===== src/rtl/mem_copy_dma.sv =====
// Single-channel word copy engine: streams len words from src to dst through a
// synchronous dual-port memory, picking copy direction so overlapping ranges move safely.
module mem_copy_dma #(
  parameter int ADDR_WIDTH = 32,
  parameter int LEN_WIDTH  = 16
) (
  input  logic                  clk,
  input  logic                  reset,
  input  logic                  start,
  input  logic [ADDR_WIDTH-1:0] src_addr,
  input  logic [ADDR_WIDTH-1:0] dst_addr,
  input  logic [LEN_WIDTH-1:0]  len,
  output logic                  busy,
  output logic                  done,
  output logic [ADDR_WIDTH-1:0] addra,
  output logic                  oea,
  output logic                  wea,
  input  logic [31:0]           qa,
  output logic [ADDR_WIDTH-1:0] addrb,
  output logic                  web,
  output logic                  oeb,
  output logic [31:0]           db
);

  typedef enum logic [1:0] {IDLE, RUN, DRAIN} state_t;

  state_t                state_reg;
  logic                  desc_reg;
  logic                  rd_pend_reg;
  logic [LEN_WIDTH-1:0]  rd_left_reg;
  logic [LEN_WIDTH-1:0]  wr_left_reg;
  logic [ADDR_WIDTH-1:0] wr_addr_reg;

  logic [ADDR_WIDTH-1:0] last_off;
  logic                  start_desc;

  assign last_off   = ADDR_WIDTH'(len) - ADDR_WIDTH'(1);
  // Copying toward higher addresses must start at the top so overlapping source words are read first.
  assign start_desc = (dst_addr > src_addr);

  assign wea = 1'b0;
  assign oeb = 1'b0;

  always_ff @(posedge clk or posedge reset) begin
    if (reset) begin
      state_reg   <= IDLE;
      desc_reg    <= 1'b0;
      rd_pend_reg <= 1'b0;
      rd_left_reg <= '0;
      wr_left_reg <= '0;
      wr_addr_reg <= '0;
      busy        <= 1'b0;
      done        <= 1'b0;
      addra       <= '0;
      oea         <= 1'b0;
      addrb       <= '0;
      web         <= 1'b0;
      db          <= '0;
    end else begin
      done        <= 1'b0;
      rd_pend_reg <= oea;
      web         <= rd_pend_reg;

      // qa now carries the word read last cycle; present it as the write for next cycle.
      if (rd_pend_reg) begin
        db          <= qa;
        addrb       <= wr_addr_reg;
        wr_addr_reg <= desc_reg ? wr_addr_reg - ADDR_WIDTH'(1) : wr_addr_reg + ADDR_WIDTH'(1);
        wr_left_reg <= wr_left_reg - LEN_WIDTH'(1);
        if (wr_left_reg == LEN_WIDTH'(1)) begin
          done <= 1'b1;
        end
      end

      case (state_reg)
        IDLE: begin
          if (start) begin
            if (len == '0) begin
              done <= 1'b1;
            end else begin
              state_reg   <= RUN;
              busy        <= 1'b1;
              oea         <= 1'b1;
              desc_reg    <= start_desc;
              addra       <= start_desc ? src_addr + last_off : src_addr;
              wr_addr_reg <= start_desc ? dst_addr + last_off : dst_addr;
              rd_left_reg <= len - LEN_WIDTH'(1);
              wr_left_reg <= len;
            end
          end
        end
        RUN: begin
          if (rd_left_reg != '0) begin
            addra       <= desc_reg ? addra - ADDR_WIDTH'(1) : addra + ADDR_WIDTH'(1);
            rd_left_reg <= rd_left_reg - LEN_WIDTH'(1);
          end else begin
            oea       <= 1'b0;
            state_reg <= DRAIN;
          end
        end
        DRAIN: begin
          if (done) begin
            state_reg <= IDLE;
            busy      <= 1'b0;
          end
        end
        default: state_reg <= IDLE;
      endcase
    end
  end

endmodule


===== config.mk =====
export PLATFORM = sky130hd
export DESIGN_NAME = mem_copy_dma
export DESIGN_NICKNAME = d
export VERILOG_FILES = /design/src/rtl/mem_copy_dma.sv
export SDC_FILE = /design/constraint.sdc
export NUM_CORES = 1
export LEC_CHECK = 0
export ABC_AREA = 1
export BUFFER_PORTS_ARGS = -buffer_cell sky130_fd_sc_hd__buf_4
export CAP_MARGIN = 20
export CORE_MARGIN = 4
export CORE_UTILIZATION = 30
export DETAILED_ROUTE_END_ITERATION = 7
export HOLD_SLACK_MARGIN = 0.1
export PLACE_DENSITY = 0.48
export SYNTH_ARGS = -nofsm -noshare
export SYNTH_HDL_FRONTEND = slang
export SYNTH_SLANG_ARGS = --single-unit
export TNS_END_PERCENT = 10

===== constraint.sdc =====
create_clock -name clk -period 6.25 [get_ports clk]
set_input_delay 1.25 -clock clk [delete_from_list [all_inputs] [get_ports clk]]
set_output_delay 1.25 -clock clk [all_outputs]
set_load 0.01 [all_outputs]

# --- Word-level counts from Yosys, hierarchy flattened ---
# Index checks and enable logic that the tools add are counted.
totals:
  ff_bits: 168
  inputBits: 115
  out_inout_bits: 102
  wordCells: 79
op_classes:
  addsub: 10
  n_lt_le_gt_ge: 1
  n_eq_ne: 8
  muxes: 36
  bitwise: 1
  n_reduce_logical: 10
op_table:
  columns: ["operator", "n"]
  rows:
  - ["$mux 32", 11]
  - ["$mux 16", 7]
  - ["$add 32x1->32 const B", 2]
  - ["$add 32x32->32", 2]
  - ["$pmux 32 s2", 1]
  - ["$sub 32x1->32 const B", 2]
  - ["$sub 16x1->16 const B", 3]
  - ["$gt 32x32->1", 1]
  - ["$pmux 16 s2", 1]
  - ["$sub 16x1->17 const B", 1]
  - ["$eq 16x1->1 const B", 1]
  - ["$logic_not 16->1", 1]
  - ["$reduce_and 4->1", 4]
  - ["$reduce_bool 16->1", 1]
  - ["$ne 2x2->1 const B", 5]
  - ["$mux 1", 9]
  - ["$mux 2", 4]
  - ["$pmux 2 s3", 1]
  - ["$pmux 1 s2", 2]
  - ["$reduce_bool 2->1", 2]
  - ["$reduce_and 3->1", 1]
  - ["$eq 2x1->1 const B", 1]
  - ["$eq 2x2->1 const B", 1]
  - ["$logic_not 2->1", 1]
  - ["$not 1->1", 1]

# --- Logic depth before layout (Yosys ltp) ---
# Gate-level depths: netlist of run 1.
depth:
  word_depth: 6
  ltp_mapped: 26
  mapped_depth_nobuf: 26

# --- Worst setup path before layout of run 1 ---
# No wires, ideal clock.
synth_path:
  path_kind: "input port to flip-flop"
  startpoint: "in len[0]"
  endpoint: "reg wr_addr_reg[21]"
  setup_ns: 0.113
  arrival_time_ns: 4.864
  required_ns: 6.137
  slack_ns: 1.274
  path_stages: 18
  path_buffers: 0
  cell_sequence: "inv_1 > ha_1 > nand3_1 > nor2_1 > nand2_1 > nor3_1 > nand4_1 > nor2_1 > ha_1 > a21oi_1 > o21ai_0 > a21oi_1 > nand3_1 > or2_2 > nand3_1 > nand2_1 > nand2_1 > inv_1"
synth_between:
  elab_chain_len: 6
  word_cells_on_any_way: 7
  classes_between: "add/sub: 2; mux: 4; reduce/logical: 1"
synth_rtl:
  columns: ["element", "line", "text"]
  rows:
  - ["from (decl)", "12", "input logic [LEN_WIDTH-1:0] len,"]
  - ["$sub 16x1->17", "37", "assign last_off = ADDR_WIDTH'(len) - ADDR_WIDTH'(1);"]
  - ["$add 32x32->32", "86", "wr_addr_reg <= start_desc ? dst_addr + last_off : dst_addr;"]
  - ["$mux 32", "86", null]
  - ["$mux 32 *", "78", "if (len == '0) begin"]
  - ["$mux 32 *", "77", "if (start) begin"]
  - ["$mux 32 *", "75", "case (state_reg)"]
  - ["to (signal assigned)", "68", "wr_addr_reg <= desc_reg ? wr_addr_reg - ADDR_WIDTH'(1) : wr_addr_reg + ADDR_WIDTH'(1);"]
  - ["to (signal assigned)", "86", null]
  - ["to (decl)", "32", "logic [ADDR_WIDTH-1:0] wr_addr_reg;"]
# Mark *: on every way between the ends. The rest lies on a longest branch, timed or not.
# A chain may end at the register's enable or synchronous reset.

# --- Worst setup path after layout of run 1 ---
layout_path:
  startpoint: "in len[0]"
  endpoint: "reg wr_addr_reg[28]"
# The elaborated chain is that of the path after synthesis.

==> impl_metrics.csv, run 1 <==
group,metric,value,unit
die,dieWidth,251,µm
drt,drt_total_wl,70400,µm
final_layout,fin_nets,3341,
worst_hold_path,holdCritPathClass,"reg -> reg",
die,fp.dieH,251,µm
sta,clock.fmax,198,MHz
worst_setup_path,critical-path-top-cell-by-count,"nand2_1",
synth,synth.cells.most_frequent,"nand2_1, inv_1, nor2_1",
synth,synth_ff_type,"dfrtp_1",
synth,synth_async_sr_flop_share,100,%
global_route,total_global_route_track_usage,21.9,%
sta,setup_viol_count_final,0,
final_layout,final_cell_area,20700,µm²
die,design.core.area,58100,µm²
synth,mappedNetlistArea,17800,µm²
placement,postPlaceCellArea,20100,µm²
pwr,cellPowerDensity,139,nW/µm²
placement,dp_hpwl,57900,µm
sta,fin_worst_hold_slack,0.405,ns
drt,dr_iter_0_viols,1043,
worst_setup_path,cp_max_fo,6,
clocking,post_cts_buffers,0,
clocking,clkTransAtPathRegs,0.07,ns
placement,numPortBuffers,214,
pwr,irDropWorstVdd,0.000219,V
clocking,clk_root_buffer_cell,"clkbuf_16",
synth,yosysWarnings,0,
final_layout,layout-area-overhead-vs-synth,16.6,%
drt,routed_via_density,4.94,
final_layout,num_antenna_cells,0,
sta,worst_slack,1.20,ns
die,boundaryPins,217,
drt,routedWlPerCell,18.3,µm
global_route,number_of_global_route_vias_before_repair,18600,
clocking,clock_sinks,168,
drt,ant_nets,0,
sta,worst_slew_margin_rel,36.8,%
sta,report.final.slew_viol_count,0,
worst_setup_path,critical_path.slowest_cell,"ha_1",
synth,synth_cells,2881,
final_layout,n_fill_cell,6498,
sta,final.setup_skew,0.0107,ns
worst_setup_path,worst_ep_required_time,6.68,ns
synth,ys_seq_area_share,23.7,%
worst_setup_path,cp_top_family,"simple AND/OR/NAND/NOR gates",
worst_setup_path,worst_setup_path_start_kind,"input pin",
worst_setup_path,worstSetupPathType,"in -> reg",
global_route,global_route_wire_length_before_repair,108000,µm
synth,synth_area_per_cell,6.17,µm²
clocking,cts_buffer_depth,2,
sta,final.setup.tns,0,ns
worst_setup_path,crit_path_cell_chain,"buf_4, inv_1, ha_1, nand3_1, nor2_1, nand2_1, nor3_1, nand4_1, nor2_1, xor2_1, inv_1, ha_1, nand2_1, inv_1, nand2_1, nor3_1, nand4_1, nand3_1, nand2_1, nand3_1, nand2_1, o21ai_1, nand2_1, inv_1",
worst_setup_path,critical_path.n_buffers_inverters,5,
die,num_rows,88,
placement,dp.cells,3810,
die,initial_util,30.6,%
synth,synth_enable_flop_cells,0,
synth,yosys-top-cells-area,"dfrtp_1, nand2_1, ha_1",
drt,vias,19000,
synth,synth_seq_cells,168,
clocking,cts_tree,"built",
worst_setup_path,worst_setup_path_end_kind,"flop",
synth,yosys.area.top_type,"dfrtp_1",
sta,worst_pin_slew,0.947,ns
sta,setup_repair_after_global_routing_missed_its_margin,"false",
synth,yosys.area.top_type_share,23.7,%
final_layout,final_layout_size_suffix_gt1_share,10.3,%
drt,drt_pass1_iterations,5,
pwr,post-layout-total-power,2.88,mW
sta,period_minus_slack,5.05,ns
synth,distinct_cell_type_count_after_synthesis,49,
final_layout,post-route-util,35.6,%
placement,pre_cts_ws,0.765,ns
final_layout,final-instance-count-excl-fill,3842,
clocking,clock_insertion_delay_at_the_later_pin_of_the_skew_report,0.49,ns
worst_setup_path,critPathMaxStageDelay,0.38,ns
pwr,p_leak,11.0,nW
job,cap_viol_max_count,0,
clocking,numCtsBuffers,17,
clocking,cts.htree.levels,4,
clocking,ctsHoldBuffers,0,
placement,gp_congestion,0.929,
worst_setup_path,worst-endpoint-arrival,5.49,ns
drt,drcViolationCount,0,
outcome,run_status,"completed",
sta,hold_viol,0,
clocking,cts-resized-gates,0,
synth,synthMostInstantiatedCell,"nand2_1",
global_route,antenna_found_initial,0,
die,floorplan.die_area,63200,µm²
sta,final.period_utilization,80.8,%
global_route,grt_max_degree,84,
global_route,gr_ovfl_total,0,
per-layer routing:
metal | up-vias | wire length [µm] | GRT usage, %
li1 | 9693 | - | -
met1 | 8754 | 32000 | 28.8
met2 | 445 | 33400 | 37.3
met3 | 85 | 2740 | 2.92
met4 | 0 | 2230 | 7.31
met5 | - | 0 | 0
cell families after synthesis:
kind of cell / after synthesis / synth area share, %
AOI/OAI and AO/OA: 443 / 13.6
xor gates and xnor gates: 84 / 4.14
adders and majority gates: 162 / 11.6
buffers and inverters: 437 / 9.91
DFF: 168 / 23.7
other: 1 / 0.0211
and+or+nand+nor: 1586 / 37.1
placed cells by master, fill, tap and decap left out, types with 7 or more instances in the layout:
| master | n |
|---|---|
| o21ai_0 | 153 |
| inv_1 | 360 |
| xor2_1 | 42 |
| nand3_1 | 210 |
| clkbuf_16 | 17 |
| nand3b_1 | 15 |
| a21oi_1 | 192 |
| nand2_2 | 12 |
| o21bai_1 | 18 |
| nor2_1 | 222 |
| a21o_1 | 10 |
| o21a_1 | 8 |
| nor4_1 | 8 |
| or2_2 | 7 |
| dfrtp_1 | 166 |
| o21ai_1 | 23 |
| o21ai_2 | 8 |
| inv_2 | 8 |
| xnor2_1 | 42 |
| ha_1 | 158 |
| nand4_1 | 38 |
| nand2_1 | 1013 |
| nor3_1 | 35 |
| buf_4 | 229 |
| o211ai_1 | 10 |
worst register-to-register path, stage by stage (launching register included):
cell,delay [ns]
dfrtp_2,0.82
buf_4,0.54
inv_1,0.28
fa_1,0.54
o21ai_1,0.37
nand2_1,0.09
nand2_1,0.15
nand3_1,0.09
nand2_1,0.19
nand3_1,0.17
nand3_1,0.10
nand2_1,0.05
o21bai_1,0.24
nand2_1,0.08
inv_1,0.06
area by class of cell:
| class | instances | area, µm² | share of cell area [%] |
|---|---|---|---|
| Multi-Input combinational cell | 2277 | 11800 | 57.0 |
| Sequential cell | 168 | 4210 | 20.3 |
| Timing Repair Buffer | 229 | 1720 | 8.30 |
| Inverter | 371 | 1400 | 6.75 |
| Tap cell | 765 | 957 | 4.62 |
| Clock buffer | 18 | 429 | 2.07 |
| Clock inverter | 14 | 185 | 0.894 |
path summary, 6_finish.rpt:
kind | depth (start not counted) | start | slack (ns) | endpoint
worst max-delay path | 24 | len[0] | 1.20 | wr_addr_reg[28]$_DFF_PP0_
worst min-delay path | 0 | oea$_DFFE_PP0P_ | 0.41 | rd_pend_reg$_DFF_PP0_
worst max register to register | 14 | desc_reg$_DFFE_PP0P_ | 2.42 | wr_addr_reg[30]$_DFF_PP0_
worst min register to register | 0 | oea$_DFFE_PP0P_ | 0.41 | rd_pend_reg$_DFF_PP0_
max in group asynchronous | 3 | reset | 4.21 | addra[31]$_DFFE_PP0P_
min in group asynchronous | 2 | reset | 0.85 | web$_DFF_PP0_
where the power goes:
group	leakage [nW]	internal, mW	total [mW]	switching, mW
Combinational	8.86	0.218	0.633	0.415
Clock	0.299	0.608	1.15	0.539
Sequential	1.83	1.10	1.10	0.00591
(Power assumes the default switching activity.)
==> run 2, diff against run 1 <==
ABC_AREA = 0   (was 1)
PLACE_DENSITY = 0.5   (was 0.48)
clock period = 4.53 ns   (was 6.25 ns; I/O delays follow)
==> run 2 against run 1 <==
Sequential cell count unchanged. Hold slack improved by 0.0030 ns. Routed wire length decreased by 24%. Core utilization increased by 3.4 points. First-iteration DRC count decreased by 3.7%. Count of clock-buffer cells in the layout increased by 1. Final area decreased by 5.6%. Synthesized cell count decreased by 38%. Non-clock buffer count increased by 179. Critical endpoint unchanged. Largest cell class unchanged.
==> impl_metrics.csv, run 2 <==
group,metric,value,unit
pwr,cellPowerDensity,515,nW/µm²
synth,yosys.area.top_type_share,27.7,%
final_layout,final_cell_area,19600,µm²
global_route,gr_ovfl_total,0,
synth,synth_cells,1777,
synth,distinct_cell_type_count_after_synthesis,84,
worst_setup_path,cp_top_family,"compound AO/OA/AOI/OAI gates",
worst_setup_path,critPathMaxStageDelay,0.56,ns
worst_setup_path,timing.critical_path.to,"wr_addr_reg[28]$_DFF_PP0_",
clocking,clk_root_buffer_cell,"clkbuf_16",
outcome,run_status,"completed",
synth,yosys.area.top_type,"dfrtp_1",
synth,synth_ff_type,"dfrtp_1",
sta,period_minus_slack,4.46,ns
synth,synthMostInstantiatedCell,"a21oi_1",
drt,drcViolationCount,0,
final_layout,n_fill_cell,5174,
clocking,cts_buffer_depth,2,
global_route,global_route_wire_length_before_repair,82100,µm
placement,dp.cells,2785,
worst_setup_path,crit_path_cell_chain,"buf_4, or3_4, or4_4, or2_4, nor3_4, buf_4, ha_1, a21o_1, a21o_1, a2111oi_1, nor3_1, a21oi_1, o21ai_0, a31oi_1, buf_4, xor2_1, o21ai_0, o21a_1",
drt,drt_pass1_iterations,5,
synth,yosysWarnings,0,
pwr,power.switching,4.30,mW
sta,hold_viol,0,
final_layout,mostFrequentLayoutCell,"buf_4",
sta,worst_slack,0.0662,ns
sta,worst_pin_slew,0.974,ns
drt,vias,14800,
pwr,clock_power_share,15.9,%
drt,dr_iter_0_viols,1004,
global_route,number_of_global_route_vias_before_repair,14200,
synth,synth.cells.most_frequent,"a21oi_1, dfrtp_1, ha_1",
sta,setup_viol_count_final,0,
worst_setup_path,worstSetupPathType,"in -> reg",
final_layout,final_cell_mix,"buf_4, a21oi_1, dfrtp_1",
sta,setup_repair_after_global_routing_missed_its_margin,"true",
clocking,numCtsBuffers,17,
global_route,antenna_found_initial,1,
pwr,power.internal,5.77,mW
synth,synth_async_sr_flop_share,100,%
clocking,clock_insertion_delay_at_the_later_pin_of_the_skew_report,0.49,ns
die,design.core.area,50100,µm²
die,dieWidth,233,µm
sta,worst_slew_margin_rel,35.1,%
sta,report.final.slew_viol_count,0,
worst_setup_path,worst_setup_path_end_kind,"flop",
die,floorplan.die_area,54300,µm²
die,initial_util,30.3,%
pwr,irDropWorstVdd,0.000290,V
synth,synth_seq_cells,168,
drt,routed_via_density,5.26,
drt,routedWlPerCell,19.0,µm
sta,fin_worst_hold_slack,0.408,ns
synth,yosys-top-cells-area,"dfrtp_1, ha_1, a21oi_1",
worst_setup_path,critical_path.slowest_cell,"a2111oi_1",
placement,pre_cts_ws,-0.555,ns
clocking,cts_tree,"built",
clocking,ctsHoldBuffers,0,
worst_setup_path,worst_setup_path_startpoint,"len[10]",
synth,synth_area_per_cell,8.54,µm²
die,num_rows,82,
global_route,total_global_route_track_usage,19.5,%
worst_setup_path,rr_worst_depth,12,
final_layout,final_layout_size_suffix_gt1_share,26.1,%
pwr,post-layout-total-power,10.1,mW
synth,mappedNetlistArea,15200,µm²
placement,numPortBuffers,214,
final_layout,post-route-util,39.0,%
sta,final.period_utilization,98.5,%
drt,ant_nets,0,
drt,drt_total_wl,53500,µm
clocking,cts.htree.levels,4,
worst_setup_path,worst_setup_path_start_kind,"input pin",
worst_setup_path,ff2ff_setup_slack,0.64,ns
worst_setup_path,critical_path.n_buffers_inverters,3,
synth,ys_seq_area_share,27.7,%
worst_setup_path,cp_num_cells,18,
worst_setup_path,critical-path-top-cell-by-count,"buf_4",
sta,final.setup.tns,0,ns
final_layout,final-instance-count-excl-fill,2819,
worst_setup_path,worst-endpoint-arrival,4.84,ns
pwr,p_leak,9.17,nW
worst_setup_path,cp_max_fo,3,
worst_setup_path,worst_ep_required_time,4.91,ns
synth,synth_enable_flop_cells,0,
job,cap_viol_max_count,0,
pwr,netSwitchingFraction,42.7,%
final_layout,layout-area-overhead-vs-synth,28.8,%
placement,gp_congestion,0.896,
worst_setup_path,reg_to_reg_startpoint,"desc_reg$_DFFE_PP0P_",
clocking,clkTransAtPathRegs,0.07,ns
placement,postPlaceCellArea,18800,µm²
clocking,clock_sinks,168,
pwr,seq_power_share,26.7,%
worst_hold_path,holdCritPathClass,"reg -> reg",
sta,final.setup_skew,0.0193,ns
global_route,grt_max_degree,76,
die,fp.dieH,233,µm
final_layout,fin_nets,2410,
placement,dp_hpwl,42700,µm
worst_setup_path,critical_path.reg2reg.endpoint,"addra[30]$_DFFE_PP0P_",
pwr,comb_power_share,57.4,%
die,boundaryPins,217,
sta,clock.fmax,224,MHz
run 2: cell families (layout without fill, tap and decap cells):
group | Yosys count | count (layout) | share of synthesized area [%]
flops | 168 | 168 | 27.7
xor+xnor | 122 | 122 | 7.04
compound gates | 597 | 597 | 25.3
simple gates | 486 | 486 | 15.3
buf+inv | 144 | 512 | 4.16
fa+ha+maj | 162 | 162 | 13.5
mux | 97 | 97 | 6.92
other cells | 1 | 3 | 0.0247
run 2: worst min-delay path by stage:
stage	startpoint	endpoint	slack (ns)	depth (start not counted)
2_1_floorplan	rd_pend_reg$_DFF_PP0_	web$_DFF_PP0_	0.35	0
3_3_place_gp	oea$_DFFE_PP0P_	rd_pend_reg$_DFF_PP0_	0.39	0
3_5_place_dp	oea$_DFFE_PP0P_	rd_pend_reg$_DFF_PP0_	0.40	0
4_1_cts	oea$_DFFE_PP0P_	rd_pend_reg$_DFF_PP0_	0.42	0
5_1_grt	oea$_DFFE_PP0P_	rd_pend_reg$_DFF_PP0_	0.44	0
6_report	oea$_DFFE_PP0P_	rd_pend_reg$_DFF_PP0_	0.41	0
run 2: area by class of cell:
type	instances	area [µm²]	share of cell area (%)
Multi-Input combinational cell	1466	10400	53.4
Sequential cell	168	4210	21.5
Timing Repair Buffer	408	3150	16.1
Tap cell	672	841	4.30
Clock buffer	19	443	2.27
Inverter	72	274	1.40
Clock inverter	13	184	0.941
Antenna cell	1	2.50	0.0128
run 2: power by group through the flow:
stage / Sequential, mW / Clock, mW / Combinational (mW)
5_1_grt: 2.78 / 1.72 / 6.45
3_5_place_dp: 2.71 / 0 / 5.74
4_1_cts: 2.69 / 1.67 / 5.78
3_3_place_gp: 2.71 / 0 / 5.67
6_report: 2.69 / 1.60 / 5.78
2_1_floorplan: 2.67 / 0 / 3.91
run 2: metal layers:
layer | vias up | track usage [%] | wire [µm]
li1 | 7276 | - | -
met5 | - | 0 | 0
met3 | 68 | 3.31 | 2440
met4 | 0 | 7.77 | 1890
met1 | 7100 | 26.3 | 24500
met2 | 370 | 31.1 | 24700
run 2: repair_timing:
item                       in CTS  in global routing
buffers inserted                0                  1
setup endpoints to repair       1                 21
pin swaps                       0                  4
gates resized for setup         1                 20
